<file path="src/rtl/ds18b20_pkg.sv">
// rtl/ds18b20_pkg.sv - shared PHY command codes, DS18B20 opcodes and sequencer states
package ds18b20_pkg;

    localparam logic [1:0] CMD_NOP   = 2'd0;
    localparam logic [1:0] CMD_INIT  = 2'd1;
    localparam logic [1:0] CMD_WRITE = 2'd2;
    localparam logic [1:0] CMD_READ  = 2'd3;

    localparam logic [7:0] ROM_SKIP   = 8'hCC;
    localparam logic [7:0] FN_CONVERT = 8'h44;
    localparam logic [7:0] FN_RDSCR   = 8'hBE;

    localparam int TMR_W = 26;

    typedef enum logic [3:0] {
        S_IDLE, S_RST1, S_SKIP1, S_CONV, S_WAITC,
        S_RST2, S_SKIP2, S_RDSP, S_READ, S_DONE, S_ERR
    } state_t;

endpackage

</file>
<file path="src/rtl/ds18b20_tmr.sv">
// rtl/ds18b20_tmr.sv - loadable down-counter that parks at zero and flags it
module ds18b20_tmr
    import ds18b20_pkg::*;
#(
    parameter logic [TMR_W-1:0] RESET_VAL = '0
) (
    input  logic             clk,
    input  logic             rst_n,
    input  logic             i_load,
    input  logic [TMR_W-1:0] i_value,
    output logic             o_zero
);

    logic [TMR_W-1:0] r_cnt;

    always_ff @(posedge clk or negedge rst_n) begin
        if (!rst_n) begin
            r_cnt <= RESET_VAL;
        end else if (i_load) begin
            r_cnt <= i_value;
        end else if (r_cnt != '0) begin
            r_cnt <= r_cnt - 1'b1;
        end
    end

    assign o_zero = (r_cnt == '0);

endmodule

</file>
<file path="src/rtl/ds18b20_seq.sv">
// rtl/ds18b20_seq.sv - DS18B20 convert/read transaction sequencer driving the 1-Wire PHY
// DS18B20_AUTO_SAMPLE_EN adds a free-running trigger every PERIOD_CYCLES.
module ds18b20_seq
    import ds18b20_pkg::*;
#(
    parameter int CONV_CYCLES    = 37500000,
    parameter int TIMEOUT_CYCLES = 100000,
    parameter int PERIOD_CYCLES  = 50000000
) (
    input  logic        clk,
    input  logic        rst_n,
    input  logic        start,
    output logic [1:0]  cmd,
    output logic [7:0]  data,
    input  logic [2:0]  cmd_ok,
    input  logic        end_init,
    input  logic        end_bit,
    input  logic [15:0] rec_data,
    output logic [15:0] temp_raw,
    output logic        temp_valid,
    output logic        busy,
    output logic        err_nopres,
    output logic        err_timeout
);

    // The timer is loaded during a state's first cycle, so it starts one count short.
    localparam logic [TMR_W-1:0] CONV_LOAD = TMR_W'(CONV_CYCLES - 2);
    localparam logic [TMR_W-1:0] TO_LOAD   = TMR_W'(TIMEOUT_CYCLES - 2);

    state_t      r_state;
    logic [1:0]  r_cmd;
    logic [7:0]  r_data;
    logic [15:0] r_temp;
    logic        r_temp_valid;
    logic        r_busy;
    logic        r_err_nopres;
    logic        r_err_timeout;
    logic        r_tmr_load;

    logic             w_start;
    logic             w_unused;
    logic             w_tmr_zero;
    logic             w_expired;
    logic             w_done;
    logic             w_watch;
    logic [TMR_W-1:0] w_tmr_value;

`ifdef DS18B20_AUTO_SAMPLE_EN
    logic w_per_zero;

    ds18b20_tmr #(
        .RESET_VAL (TMR_W'(PERIOD_CYCLES - 1))
    ) u_period (
        .clk     (clk),
        .rst_n   (rst_n),
        .i_load  (w_per_zero),
        .i_value (TMR_W'(PERIOD_CYCLES - 1)),
        .o_zero  (w_per_zero)
    );

    assign w_start  = start | w_per_zero;
    assign w_unused = end_bit;
`else
    assign w_start  = start;
    assign w_unused = end_bit | (PERIOD_CYCLES == 0);
`endif

    // Conversion wait and watchdog never overlap, so one counter serves both.
    assign w_tmr_value = (r_state == S_WAITC) ? CONV_LOAD : TO_LOAD;

    ds18b20_tmr u_tmr (
        .clk     (clk),
        .rst_n   (rst_n),
        .i_load  (r_tmr_load),
        .i_value (w_tmr_value),
        .o_zero  (w_tmr_zero)
    );

    assign w_expired = w_tmr_zero & ~r_tmr_load;
    assign w_watch   = r_state inside {S_RST1, S_SKIP1, S_CONV, S_RST2, S_SKIP2, S_RDSP, S_READ};

    always_comb begin
        w_done = 1'b0;
        case (r_state)
            S_RST1, S_RST2:                   w_done = end_init;
            S_SKIP1, S_CONV, S_SKIP2, S_RDSP: w_done = cmd_ok[1];
            S_WAITC:                          w_done = w_expired;
            S_READ:                           w_done = cmd_ok[2];
            default:                          w_done = 1'b0;
        endcase
    end

    always_ff @(posedge clk or negedge rst_n) begin
        if (!rst_n) begin
            r_state       <= S_IDLE;
            r_cmd         <= CMD_NOP;
            r_data        <= 8'h00;
            r_temp        <= 16'h0000;
            r_temp_valid  <= 1'b0;
            r_busy        <= 1'b0;
            r_err_nopres  <= 1'b0;
            r_err_timeout <= 1'b0;
            r_tmr_load    <= 1'b0;
        end else begin
            r_cmd        <= CMD_NOP;
            r_temp_valid <= 1'b0;
            r_tmr_load   <= 1'b0;
            if (w_watch && !w_done && w_expired) begin
                r_state       <= S_ERR;
                r_err_timeout <= 1'b1;
            end else begin
                if (w_done) r_tmr_load <= 1'b1;
                case (r_state)
                    S_IDLE: if (w_start) begin
                        r_state       <= S_RST1;
                        r_cmd         <= CMD_INIT;
                        r_data        <= 8'h00;
                        r_busy        <= 1'b1;
                        r_err_nopres  <= 1'b0;
                        r_err_timeout <= 1'b0;
                        r_tmr_load    <= 1'b1;
                    end
                    S_RST1, S_RST2: if (w_done) begin
                        if (cmd_ok[0]) begin
                            r_state <= (r_state == S_RST1) ? S_SKIP1 : S_SKIP2;
                            r_cmd   <= CMD_WRITE;
                            r_data  <= ROM_SKIP;
                        end else begin
                            r_state      <= S_ERR;
                            r_err_nopres <= 1'b1;
                        end
                    end
                    S_SKIP1: if (w_done) begin
                        r_state <= S_CONV;
                        r_cmd   <= CMD_WRITE;
                        r_data  <= FN_CONVERT;
                    end
                    S_CONV: if (w_done) r_state <= S_WAITC;
                    S_WAITC: if (w_done) begin
                        r_state <= S_RST2;
                        r_cmd   <= CMD_INIT;
                        r_data  <= 8'h00;
                    end
                    S_SKIP2: if (w_done) begin
                        r_state <= S_RDSP;
                        r_cmd   <= CMD_WRITE;
                        r_data  <= FN_RDSCR;
                    end
                    S_RDSP: if (w_done) begin
                        r_state <= S_READ;
                        r_cmd   <= CMD_READ;
                        r_data  <= 8'h00;
                    end
                    // The byte-0 end_bit needs no action; only the 16-bit completion counts.
                    S_READ: if (w_done) begin
                        r_temp       <= rec_data;
                        r_temp_valid <= 1'b1;
                        r_state      <= S_DONE;
                    end
                    S_DONE, S_ERR: begin
                        r_busy  <= 1'b0;
                        r_state <= S_IDLE;
                    end
                    default: r_state <= S_IDLE;
                endcase
            end
        end
    end

    assign cmd         = r_cmd;
    assign data        = r_data;
    assign temp_raw    = r_temp;
    assign temp_valid  = r_temp_valid;
    assign busy        = r_busy;
    assign err_nopres  = r_err_nopres;
    assign err_timeout = r_err_timeout;

endmodule

</file>
<file path="config.mk">
export PLATFORM = sky130hd
export DESIGN_NAME = ds18b20_seq
export DESIGN_NICKNAME = d
export VERILOG_FILES = /design/src/rtl/ds18b20_pkg.sv /design/src/rtl/ds18b20_tmr.sv /design/src/rtl/ds18b20_seq.sv
export SDC_FILE = /design/constraint.sdc
export NUM_CORES = 1
export LEC_CHECK = 0
export BUFFER_PORTS_ARGS = -buffer_cell sky130_fd_sc_hd__buf_2
export CAP_MARGIN = 20
export CORE_MARGIN = 1
export CORE_UTILIZATION = 55
export CTS_CLUSTER_DIAMETER = 200
export DETAILED_ROUTE_END_ITERATION = 8
export PLACE_DENSITY_LB_ADDON = 0.25
export RECOVER_POWER = 100
export SLEW_MARGIN = 5
export SYNTH_ARGS = -nofsm -noshare
export SYNTH_HDL_FRONTEND = slang
export SYNTH_HIERARCHICAL = 1
export SYNTH_SLANG_ARGS = --single-unit
</file>
<file path="constraint.sdc">
create_clock -name clk -period 7.9 [get_ports clk]
set_clock_uncertainty 0.05 [all_clocks]
set_input_delay 0.79 -clock clk [delete_from_list [all_inputs] [get_ports clk]]
set_output_delay 0.79 -clock clk [all_outputs]
set_load 0.02 [all_outputs]
</file>
; ---- Word level (Yosys, flattened, before mapping)
; Index checks and enable logic that the tools add are counted.
[totals]
latch_bits = 0
output_inout_bits = 30
reg_bits = 61
mem_bits_ro = 0
mem_bits_rw = 0
mem_count = 0
wordCells = 108
[op_classes]
n_mux = 45
n_reduce_logical = 24
div_mod_pow = 0
eq_ne = 25
n_shift = 0
n_mul = 0
order_cmp = 0
n_bitwise = 3
add_sub_neg = 1
[op_table]
columns = cell, n
row1 = two-way mux 26 bit, 3
row2 = two-way mux 8 bit, 6
row3 = two-way mux 4 bit, 10
row4 = one-hot mux 8 bit (5 select lines), 1
row5 = one-hot mux 4 bit (8 select lines), 1
row6 = logical NOT 26 bit, 1
row7 = nonzero test 26 bit, 1
row8 = "subtractor 26 x 1 -> 26 bit, second input constant", 1
row9 = "!= test 3 x 2 -> 1 bit, second input constant", 6
row10 = "equality test 4 x 3 -> 1 bit, second input constant", 4
row11 = AND reduction 8 bit, 2
row12 = two-way mux 1 bit, 14
row13 = "equality test 4 bit, second input constant", 3
row14 = "!= test 2 bit, second input constant", 6
row15 = two-way mux 2 bit, 5
row16 = one-hot mux 2 bit (5 select lines), 1
row17 = nonzero test 2 bit, 5
row18 = "equality test 4 x 2 -> 1 bit, second input constant", 2
row19 = OR reduction 2 bit, 4
row20 = nonzero test 7 bit, 1
row21 = "!= test 3 bit, second input constant", 2
row22 = AND reduction 3 bit, 2
row23 = AND reduction 5 bit, 1
row24 = nonzero test 5 bit, 1
row25 = other kinds (12), 15

; ---- Logic depth before layout (Yosys ltp)
[logic_depth]
depth_word = 8
mapped_depth = 13
depth_no_buf = 11

; ---- By module
; Netlist, hierarchy kept.
[modules_own_cells]
columns = mod, area_each_um2, instances, cells_each
row1 = ds18b20_tmr, 1517.7, 1, 168
row2 = ds18b20_seq, 1480.2, 1, 131

; ---- Least setup slack after synthesis
; Ideal clock, no wire load.
[synth_timing]
path_type = flip-flop to flip-flop
start = register u_tmr.r_cnt[0]
end = register r_data[3], in the netlist data[3]
synth_period_minus_slack_ps = 2984
t_arrival_ps = 2868
stages_incl_launch_ff = 13
setup_slack_ps = 4916
path_cell_list = dfrtp_1 inv_1 ha_1 or4b_1 buf_2 nor3_4 nand3_4 inv_2 buf_6 nand2b_1 o31a_1 o31ai_1 a22o_1
[synth_between]
elab_chain_len = 8
[synth_rtl]
columns = item, line
row1 = from (decl), ds18b20_tmr.sv:14  ; logic [TMR_W-1:0] r_cnt;
row2 = from (signal assigned), ds18b20_tmr.sv:20  ; r_cnt <= i_value;
row3 = from (signal assigned), ds18b20_tmr.sv:22  ; r_cnt <= r_cnt - 1'b1;
row4 = logical NOT 26 bit (*), ds18b20_tmr.sv:26  ; assign o_zero = (r_cnt == '0);
row5 = via w_tmr_zero, ds18b20_seq.sv:42  ; logic w_tmr_zero;
row6 = AND 1 bit (*), ds18b20_seq.sv:79  ; assign w_expired = w_tmr_zero & ~r_tmr_load;
row7 = one-hot mux 1 bit (4 select lines), ds18b20_seq.sv:84  ; case (r_state)
row8 = logical NOT 1 bit, ds18b20_seq.sv:108  ; if (w_watch && !w_done && w_expired) begin
row9 = logical AND 1 bit (2 in a row), ds18b20_seq.sv:108
row10 = inverter 1 bit (no line), --
row11 = AND reduction 8 bit (no line) (*), --
row12 = to (signal assigned), ds18b20_seq.sv:117  ; r_data <= 8'h00;
row13 = to (signal assigned), ds18b20_seq.sv:127  ; r_data <= ROM_SKIP;
row14 = to (signal assigned), ds18b20_seq.sv:136  ; r_data <= FN_CONVERT;
row15 = to (decl), ds18b20_seq.sv:32  ; logic [7:0] r_data;
; Mark *: on every way through the listed nets, which the timed path passes. The rest lies on a longest branch.
; A chain may end at the register's enable or synchronous reset.

; ---- Worst setup path in the final report
; Same ends and word-level chain as after synthesis.

==> flow_metrics.py <==
metrics = {
    "status": {
        "outcome": "finished with violations",
        "violations": "capacitance limit, slew limit",
    },
    "clock_tree": {
        "cts_made_buffers": 9,
        "postCtsHoldBufs": 0,
        "cts_tree": "done",
        "clk_path_buf_depth": 2,
        "clock_sinks": 57,
        "cts.clk_slew.worst_paths_ps": 60,
        "cts-htree-levels": 3,
        "cts_setup_buffers": 0,
        "cts_resized": 0,
        "insertion_delay_ps": 330,
        "cts_root_buf": "clkbuf_8",
    },
    "sta": {
        "rsz0062_at_grt": "no",
        "worst_pin_slew_ps": 2980,
        "finalSetupViolCount": 0,
        "min_period_ps": 4300,
        "timing.fmax_mhz": 233,
        "fin_tns_setup_ps": 0,
        "relSlewSlack": -0.986,
        "finalCritPeriodShare": 0.544,
        "slew_violations": 58,
        "finalHoldViolations": 0,
    },
    "place": {
        "dp_cells": 417,
        "dpl.hpwl_um": 4070,
        "numPortBuffers": 51,
        "place_congestion": 0.886,
    },
    "pwr": {
        "p_comb_frac": 0.392,
        "power_leakage_uw": 0.00153,
        "clkPwrFrac": 0.223,
        "switching_power_uw": 576,
        "swShare": 0.402,
        "intPower_uw": 858,
        "seq_power_share": 0.385,
        "powerDensity_mw_per_mm2": 415,
        "ir_worst_vdd_mv": 0.236,
    },
    "finish": {
        "antenna_cells": 0,
        "nets": 383,
        "fill_cells": 426,
        "final_layout_size_suffix_gt1_frac": 0.171,
        "fin_util": 0.668,
        "final_cells": 432,
        "syn_to_final_growth_pct": 15.2,
    },
    "floorplanning": {
        "io-pin-count": 54,
        "die_h_um": 75.8,
        "coreArea_mm2": 0.00517,
        "rows": 26,
        "die_w_um": 75.8,
        "start_util": 0.580,
        "die_area_mm2": 0.00575,
    },
    "min_path": {
        "min_path_cells": 1,
        "worstHoldStart": "temp_raw[3]$_DFFE_PN0P_",
        "holdPathEnd": "temp_raw[3]$_DFFE_PN0P_",
        "holdCritPathClass": "reg2reg",
    },
    "detailed_routing": {
        "routed_wl_um": 6110,
        "avgRoutedWirePerCell_um": 14.1,
        "num_vias": 2356,
        "drc": 0,
        "drtPass1Iterations": 4,
        "viasPerCell": 5.45,
        "drtIter0Drc": 121,
        "ant_nets": 0,
    },
    "logic_synthesis": {
        "synth-edff-count": 0,
        "syn-mean-instance-area_um2": 10.0,
        "seq_area_frac_synth": 0.476,
        "yosys_warnings": 6,
        "yosysTopAreaCell": "dfrtp_1",
        "synthTopCellsByCount": "57 x dfrtp_1, 38 x nand2_1, 20 x nor2_1",
        "synth_ff_type": "dfrtp_1",
        "synth_area_mm2": 0.00300,
        "synth-seq-cells": 57,
        "synth_area_leaders": "dfrtp_1 48%, mux2_2 6.4%, nand2_1 4.8%",
        "syn_inst": 299,
        "synthArstFlopShare": 1.00,
        "synth_top_cell_area_share": 0.476,
        "synth_cell_types": 57,
        "synth.most_common_cell": "dfrtp_1",
    },
    "global_routing": {
        "grt_first_pass_wirelength_um": 10100,
        "overflow": 0,
        "grt_use_total": 0.242,
        "grt_max_degree": 58,
        "antenna_found_initial": 0,
        "grt_pass1_vias": 2160,
    },
    "critical_path": {
        "cpMaxStageDelayCell": "nor3_1",
        "crit_path_start_kind": "register",
        "arrival_ps": 4520,
        "critPathMaxStageDelay_ps": 1090,
        "path_class": "reg2reg",
        "setup.worst_path.end_class": "register",
        "crit-reg2reg-launch": "u_tmr/r_cnt[0]$_DFFE_PN0P_",
        "r2r_setup_slack_ps": 3600,
        "r2r_cells": 10,
        "path_max_fanout": 11,
        "timing.rr.end": "data[3]$_DFFE_PN0P_",
        "required_ps": 8120,
        "crit_chain": "inv_1, ha_1, or4b_1, nor3_1, nand3_4, inv_1, nand2b_1, o31a_1, o31ai_1, a22o_1",
        "worst_path_most_repeated_cell": "inv_1",
    },
    "job": {
        "drv_cap": 1,
    },
}
[how the worst max path moves through the flow]
stage,end,cells past startpoint,slack (ps),from
floorplan,data[3]$_DFFE_PN0P_,12,4920,u_tmr/r_cnt[0]$_DFFE_PN0P_
global placement,data[6]$_DFFE_PN0P_,10,4450,u_tmr/r_cnt[0]$_DFFE_PN0P_
detailed placement,data[3]$_DFFE_PN0P_,10,4400,u_tmr/r_cnt[0]$_DFFE_PN0P_
CTS,data[3]$_DFFE_PN0P_,10,4350,u_tmr/r_cnt[0]$_DFFE_PN0P_
global route,data[3]$_DFFE_PN0P_,10,3370,u_tmr/r_cnt[0]$_DFFE_PN0P_
finish,data[3]$_DFFE_PN0P_,10,3600,u_tmr/r_cnt[0]$_DFFE_PN0P_
[flip-flops by register name (all words and copies together) (netlist names)]
register,flops
err_timeout,1
r_tmr_load,1
busy,1
err_nopres,1
cmd,2
r_state,4
u_tmr/r_cnt,26
temp_valid,1
data,4
temp_raw,16
[metrics by stage]
step	total power (uW)	setup slack, ps	hold slack (ps)	instance area, um^2
6_report	1430	3600	455	3450
3_5_place_dp	1140	4400	442	3290
4_1_cts	1470	4350	457	3530
2_1_floorplan	991	4920	444	3050
3_3_place_gp	1120	4450	408	3290
5_1_grt	1540	3370	483	3450
[worst max-delay path: cells and delay by family (launching register included)]
family	cells	cell delay (ps)
AO/OA/AOI/OAI	3	1020
flip-flops	1	400
adder cells (fa/ha/maj)	1	200
AND/OR/NAND/NOR	4	2050
buffers and inverters	2	500
[layout make-up]
| cell class | instances | area, um^2 | area share |
|---|---|---|---|
| tap | 70 | 87.6 | 0.0254 |
| sequential | 57 | 1430 | 0.413 |
| timing repair buffer | 53 | 230 | 0.0667 |
| multi-input combinational | 231 | 1460 | 0.421 |
| clock inverter | 6 | 108 | 0.0312 |
| inverter | 6 | 22.5 | 0.00652 |
| clock buffer | 9 | 124 | 0.0359 |
[power by group through the flow]
| stage | clock, uW | sequential [uW] | combinational [uW] |
|---|---|---|---|
| after global placement | 0 | 547 | 568 |
| after global routing | 340 | 572 | 630 |
| after detailed placement | 0 | 555 | 582 |
| final | 320 | 552 | 562 |
| after floorplan | 0 | 571 | 421 |
| after CTS | 327 | 553 | 587 |
[cells by family after synthesis]
group           after synthesis  share of synthesized area
flops                        57                      0.476
simple gates                118                      0.217
other cells                   2                    0.00251
xor+xnor                     17                     0.0497
compound gates               60                      0.132
buf+inv                      24                     0.0442
fa+ha+maj                     1                    0.00417
mux                          20                     0.0739
[layer usage]
layer / track usage / up-vias / share of wire
li1: - / 1168 / -
met1: 0.325 / 1129 / 0.47
met2: 0.375 / 50 / 0.48
met3: 0.0701 / 9 / 0.035
met4: 0.0864 / 0 / 0.015
met5: 0 / - / 0
[cells in the final DEF (no fill, tap or decap), types with 8 or more instances in the layout]
cell       n
nand3_1    9
o21ai_0   19
nand2_1   38
xor2_1     9
mux2_2    17
conb_1    15
clkbuf_1  30
buf_2     22
nor3_1    10
dfrtp_1   57
nor2_1    21
a21oi_1    9
clkbuf_8   9
xnor2_1    8
o31ai_1   10
No activity file was read; power rests on OpenSTA's default activity.
